$ cat src/rtl/alu_seq.sv
// alu_seq: sequential ALU. ADD/SUB/CMP/logic ops take 1 cycle, LSH takes n+1, MUL takes WIDTH+1 (only when ALU_SEQ_MUL_EN is defined).
// ready is low only while iterating; a start seen while busy is dropped, and the outputs are never stalled.
module alu_seq #(
  parameter int WIDTH = 16
) (
  input  logic             clk,
  input  logic             resetN,
  input  logic             start,
  input  logic [2:0]       opcode,
  input  logic [WIDTH-1:0] srcA,
  input  logic [WIDTH-1:0] srcB,
  output logic             ready,
  output logic             done,
  output logic [WIDTH-1:0] result,
  output logic [4:0]       psrWrite,
  output logic [4:0]       psrWrEn
);

  localparam int CW = $clog2(WIDTH + 1);

  localparam logic [2:0] OP_ADD = 3'd0;
  localparam logic [2:0] OP_SUB = 3'd1;
  localparam logic [2:0] OP_CMP = 3'd2;
  localparam logic [2:0] OP_AND = 3'd3;
  localparam logic [2:0] OP_OR  = 3'd4;
  localparam logic [2:0] OP_XOR = 3'd5;
  localparam logic [2:0] OP_LSH = 3'd6;
  localparam logic [2:0] OP_MUL = 3'd7;

  typedef enum logic [1:0] {IDLE, RUN, DONE} state_t;

  state_t           state, nextState;
  logic [2:0]       opReg;
  logic [WIDTH-1:0] work;
  logic [WIDTH-1:0] workNext;
  logic [CW-1:0]    cnt;
`ifdef ALU_SEQ_MUL_EN
  logic [WIDTH-1:0] mcand;
  logic [WIDTH-1:0] mplier;
`endif

  logic             accept;
  logic             goRun;
  logic [WIDTH:0]   sum;
  logic [WIDTH:0]   diff;
  logic [WIDTH-1:0] immRes;
  logic [4:0]       immFlags;
  logic [4:0]       immEn;

  assign ready  = (state != RUN);
  assign done   = (state == DONE);
  assign accept = start && ready;

  // Flag bits: [0]C [1]L [2]F [3]Z [4]N; only enabled bits are ever set.
  always_comb begin
    sum      = {1'b0, srcA} + {1'b0, srcB};
    diff     = {1'b0, srcA} - {1'b0, srcB};
    immRes   = '0;
    immFlags = '0;
    immEn    = '0;
    goRun    = 1'b0;
    case (opcode)
      OP_ADD: begin
        immRes      = sum[WIDTH-1:0];
        immEn       = 5'b00101;
        immFlags[0] = sum[WIDTH];
        immFlags[2] = (srcA[WIDTH-1] == srcB[WIDTH-1]) && (sum[WIDTH-1] != srcA[WIDTH-1]);
      end
      OP_SUB: begin
        immRes      = diff[WIDTH-1:0];
        immEn       = 5'b00101;
        immFlags[0] = diff[WIDTH];
        immFlags[2] = (srcA[WIDTH-1] != srcB[WIDTH-1]) && (diff[WIDTH-1] != srcA[WIDTH-1]);
      end
      OP_CMP: begin
        immRes      = srcA;
        immEn       = 5'b11010;
        immFlags[1] = (srcA < srcB);
        immFlags[3] = (srcA == srcB);
        immFlags[4] = ($signed(srcA) < $signed(srcB));
      end
      OP_AND: immRes = srcA & srcB;
      OP_OR:  immRes = srcA | srcB;
      OP_XOR: immRes = srcA ^ srcB;
      OP_LSH: begin
        immRes = srcA;
        goRun  = |srcB[3:0];
      end
      OP_MUL: begin
`ifdef ALU_SEQ_MUL_EN
        goRun  = 1'b1;
`else
        immRes = '0;
`endif
      end
      default: immRes = '0;
    endcase
  end

  always_comb begin
    workNext = work << 1;
`ifdef ALU_SEQ_MUL_EN
    if (opReg == OP_MUL) workNext = work + (mplier[0] ? mcand : '0);
`endif
  end

  always_comb begin
    nextState = state;
    case (state)
      IDLE, DONE: begin
        if (accept) nextState = goRun ? RUN : DONE;
        else        nextState = IDLE;
      end
      RUN:     if (cnt == CW'(1)) nextState = DONE;
      default: nextState = IDLE;
    endcase
  end

  always_ff @(posedge clk or negedge resetN) begin
    if (!resetN) state <= IDLE;
    else         state <= nextState;
  end

  always_ff @(posedge clk or negedge resetN) begin
    if (!resetN) begin
      opReg    <= '0;
      work     <= '0;
      cnt      <= '0;
      result   <= '0;
      psrWrite <= '0;
      psrWrEn  <= '0;
`ifdef ALU_SEQ_MUL_EN
      mcand    <= '0;
      mplier   <= '0;
`endif
    end else if (accept) begin
      opReg <= opcode;
      if (goRun) begin
        psrWrite <= '0;
        psrWrEn  <= '0;
        work     <= srcA;
        cnt      <= CW'(srcB[3:0]);
`ifdef ALU_SEQ_MUL_EN
        if (opcode == OP_MUL) begin
          work   <= '0;
          cnt    <= CW'(WIDTH);
          mcand  <= srcA;
          mplier <= srcB;
        end
`endif
      end else begin
        result   <= immRes;
        psrWrite <= immFlags;
        psrWrEn  <= immEn;
      end
    end else if (state == RUN) begin
      work <= workNext;
      cnt  <= cnt - CW'(1);
`ifdef ALU_SEQ_MUL_EN
      mcand  <= mcand << 1;
      mplier <= mplier >> 1;
`endif
      // The final iteration's value goes straight into result as DONE is entered.
      if (cnt == CW'(1)) begin
        result <= workNext;
`ifdef ALU_SEQ_MUL_EN
        if (opReg == OP_MUL) begin
          psrWrEn  <= 5'b01000;
          psrWrite <= {1'b0, ~|workNext, 3'b000};
        end
`endif
      end
    end else begin
      psrWrite <= '0;
      psrWrEn  <= '0;
    end
  end

endmodule
$ cat config.mk
export PLATFORM = sky130hd
export DESIGN_NAME = alu_seq
export DESIGN_NICKNAME = d
export VERILOG_FILES = /design/src/rtl/alu_seq.sv
export SDC_FILE = /design/constraint.sdc
export NUM_CORES = 1
export LEC_CHECK = 0
export BUFFER_PORTS_ARGS = -buffer_cell sky130_fd_sc_hd__buf_2
export CAP_MARGIN = 20
export CORE_MARGIN = 2
export CORE_UTILIZATION = 40
export DETAILED_ROUTE_END_ITERATION = 7
export PLACE_DENSITY_LB_ADDON = 0.2
export SLEW_MARGIN = 20
export SYNTH_ARGS = -nofsm -noshare
export SYNTH_HDL_FRONTEND = slang
export SYNTH_SLANG_ARGS = --single-unit
$ cat constraint.sdc
create_clock -name clk -period 2.83 [get_ports clk]
set_input_delay 0.4245 -clock clk [delete_from_list [all_inputs] [get_ports clk]]
set_output_delay 0.4245 -clock clk [all_outputs]
set_load 0.02 [all_outputs]
==> flow_summary.json <==
{
  "period_share_pct": 89.3,
  "synth_warnings": 0,
  "layout_setup_ws_ps": 304,
  "crit_required_ps": 3080,
  "rr_startpoint": "cnt[1]",
  "fp.dieH_um": 113,
  "clockRootBuffer": "clkbuf_16",
  "synth_common_cells": "nand2_1, ha_1, inv_1, dfrtp_1, nor2_1",
  "max-cap-violations": 0,
  "post-place-ws_ps": 19.6,
  "worstRegToRegCells": 9,
  "yosysSeqAreaShare_pct": 23.5,
  "finalClockSkew_ps": 8.79,
  "grt_pass1_vias": 5035,
  "wl_met3_mm": 1.42,
  "cp_cell_sequence": "buf_2 > inv_1 > ha_1 > a211oi_1 > o211ai_1 > a41oi_1 > o31ai_1 > a31oi_1 > a211oi_1 > and3b_1",
  "hold_class": "input port to asynchronous set/reset pin",
  "num-nets-final": 795,
  "cp_slowest_cell": "a41oi_1",
  "setup_viol": 0,
  "cts_tree": "built",
  "holdWs_ps": 59.0,
  "r2r_slack_ps": 420,
  "crit_path_max_incr_delay_ps": 480,
  "async_flop_share_pct": 100,
  "synth_edf_count": 0,
  "grt_max_degree": 29,
  "wl_met2_mm": 7.34,
  "drt_wl_total_mm": 16.6,
  "yosysMostFrequentCell": "nand2_1",
  "timing.rr.end": "result[13]",
  "postCtsResizedCells": 0,
  "drtIter0Drc": 518,
  "track_usage_pct": 26.3,
  "worst-setup-path-type": "input port to register",
  "post-route-min-period_ps": 2530,
  "netlist_top_cells_area": "dfrtp_1, ha_1, nand2_1",
  "syn_inst": 622,
  "ant_nets": 0,
  "crit_arrival_ps": 2770,
  "h-tree-depth": 2,
  "grt_pass1_wl_mm": 26.6,
  "hold_viol": 0,
  "wl_per_cell_um": 19.6,
  "drv_slew": 0,
  "worst_slew_pin_slew_ps": 595,
  "fp.dieArea_um2": 12900,
  "grt_overflow": 0,
  "cts.sinks": 45,
  "utilization_pct": 49.2,
  "tns_ps": 0,
  "num_rows": 39,
  "diodes": 0,
  "clock_path_buffers": 2,
  "cts_setup_buffers": 0,
  "ys_dominant_reg_cell": "dfrtp_1",
  "syn_area_per_cell_um2": 7.70,
  "fp.dieW_um": 113,
  "vias": 5109,
  "crit_top_cell": "a211oi_1",
  "crit_fanout": 5,
  "synth_top_area_share_pct": 23.5,
  "first_pass_iters": 5,
  "syn-num-nets": 713,
  "setup.worst_path.start": "srcB[1]",
  "drive_gt1_share_pct": 19.6,
  "power_uw": 2990,
  "p_leak_uw": 0.00275,
  "cts_buffers": 5,
  "antenna_found_initial": 0,
  "portBuffers": 65,
  "peakVddDrop_mv": 0.248,
  "viasPerCell": 6.02,
  "synth_top_cell_by_area": "dfrtp_1",
  "cp-start-kind": "input port",
  "ys_types": 74,
  "crit_end": "result[13]",
  "start_util_pct": 41.4,
  "io_pins": 66,
  "critPathCaptureType": "register",
  "coreArea_um2": 11600,
  "max_slew_margin_pct": 60.2,
  "area_growth_pct": 18.9,
  "rsz0062_at_grt": "no",
  "postCtsHoldBufs": 0,
  "gp_routability_congestion": 0.942,
  "status": "complete, no violations",
  "insertion_delay_ps": 310,
  "drcViolationCount": 0,
  "dp_hpwl_mm": 12.8,
  "highest_layer": "met4",
  "powerDensity_nw_per_um2": 525,
  "syn_area_um2": 4790,
  "fmax_mhz": 396,
  "clkSlewWorstSetupHoldPaths_ps": 70,
  "synth_seq_cells": 45,
  "wl_met1_mm": 7.34
}
[worst min-delay path by stage]
| stage | to | cells past startpoint |
|---|---|---|
| 2_1_floorplan | cnt[0] | 0 |
| 3_3_place_gp | cnt[4] | 1 |
| 3_5_place_dp | cnt[4] | 1 |
| 4_1_cts | result[10] | 1 |
| 5_1_grt | cnt[4] | 1 |
| 6_report | result[5] | 1 |
[final cells by class]
type | count | area, um2
Multi-Input combinational cell | 486 | 3290
Clock inverter | 3 | 68.8
Sequential cell | 45 | 1130
Tap cell | 143 | 179
Inverter | 49 | 184
Timing Repair Buffer | 117 | 716
Clock buffer | 5 | 125
Fill cell | 1158 | 5870
[cell usage in the layout (no fill, tap or decap), types with 17 or more instances in the layout]
cell type / n
nand2_1: 76
buf_2: 65
buf_4: 52
ha_1: 51
inv_1: 48
nor2_1: 45
dfrtp_1: 45
a21oi_1: 41
o21ai_0: 35
a22oi_1: 24
nand3_1: 17
[worst max-delay path, delay by kind of cell]
kind / cells / cell delay [ps]
compound gates: 6 / 1520
simple gates: 1 / 210
buf+inv: 2 / 240
fa+ha+maj: 1 / 360
[through the flow]
stage / area (um2) / cells
finish: 5690 / 848
global route: 5690 / 848
CTS: 5690 / 848
detailed placement: 5500 / 840
global placement: 5500 / 840
floorplan: 4790 / 622
[power by group]
part	total [uW]	leakage, uW	internal (uW)	switching, uW
registers	1020	0.000569	841	175
logic	1180	0.00209	469	710
clock network	792	0.0000944	510	282
total	2990	0.00275	1820	1170
[per-layer routing]
layer,vias to the layer above,global-route usage [%]
met1,2408,36.2
met4,0,9.92
li1,2411,-
met2,249,41.5
met5,-,0
met3,41,4.52
[cell families after synthesis]
family	synth area share (%)
buf+inv	7.71
flops	23.5
compound gates	30.4
mux	0.235
xor+xnor	1.83
simple gates	22.2
fa+ha+maj	14.2
[registers in the layout (all words and copies together), names as in the netlist]
register	flops
result	16
work	15
cnt	5
psrWrite	5
state	2
psrWrEn	2
Power figures use the tool's default switching activity.
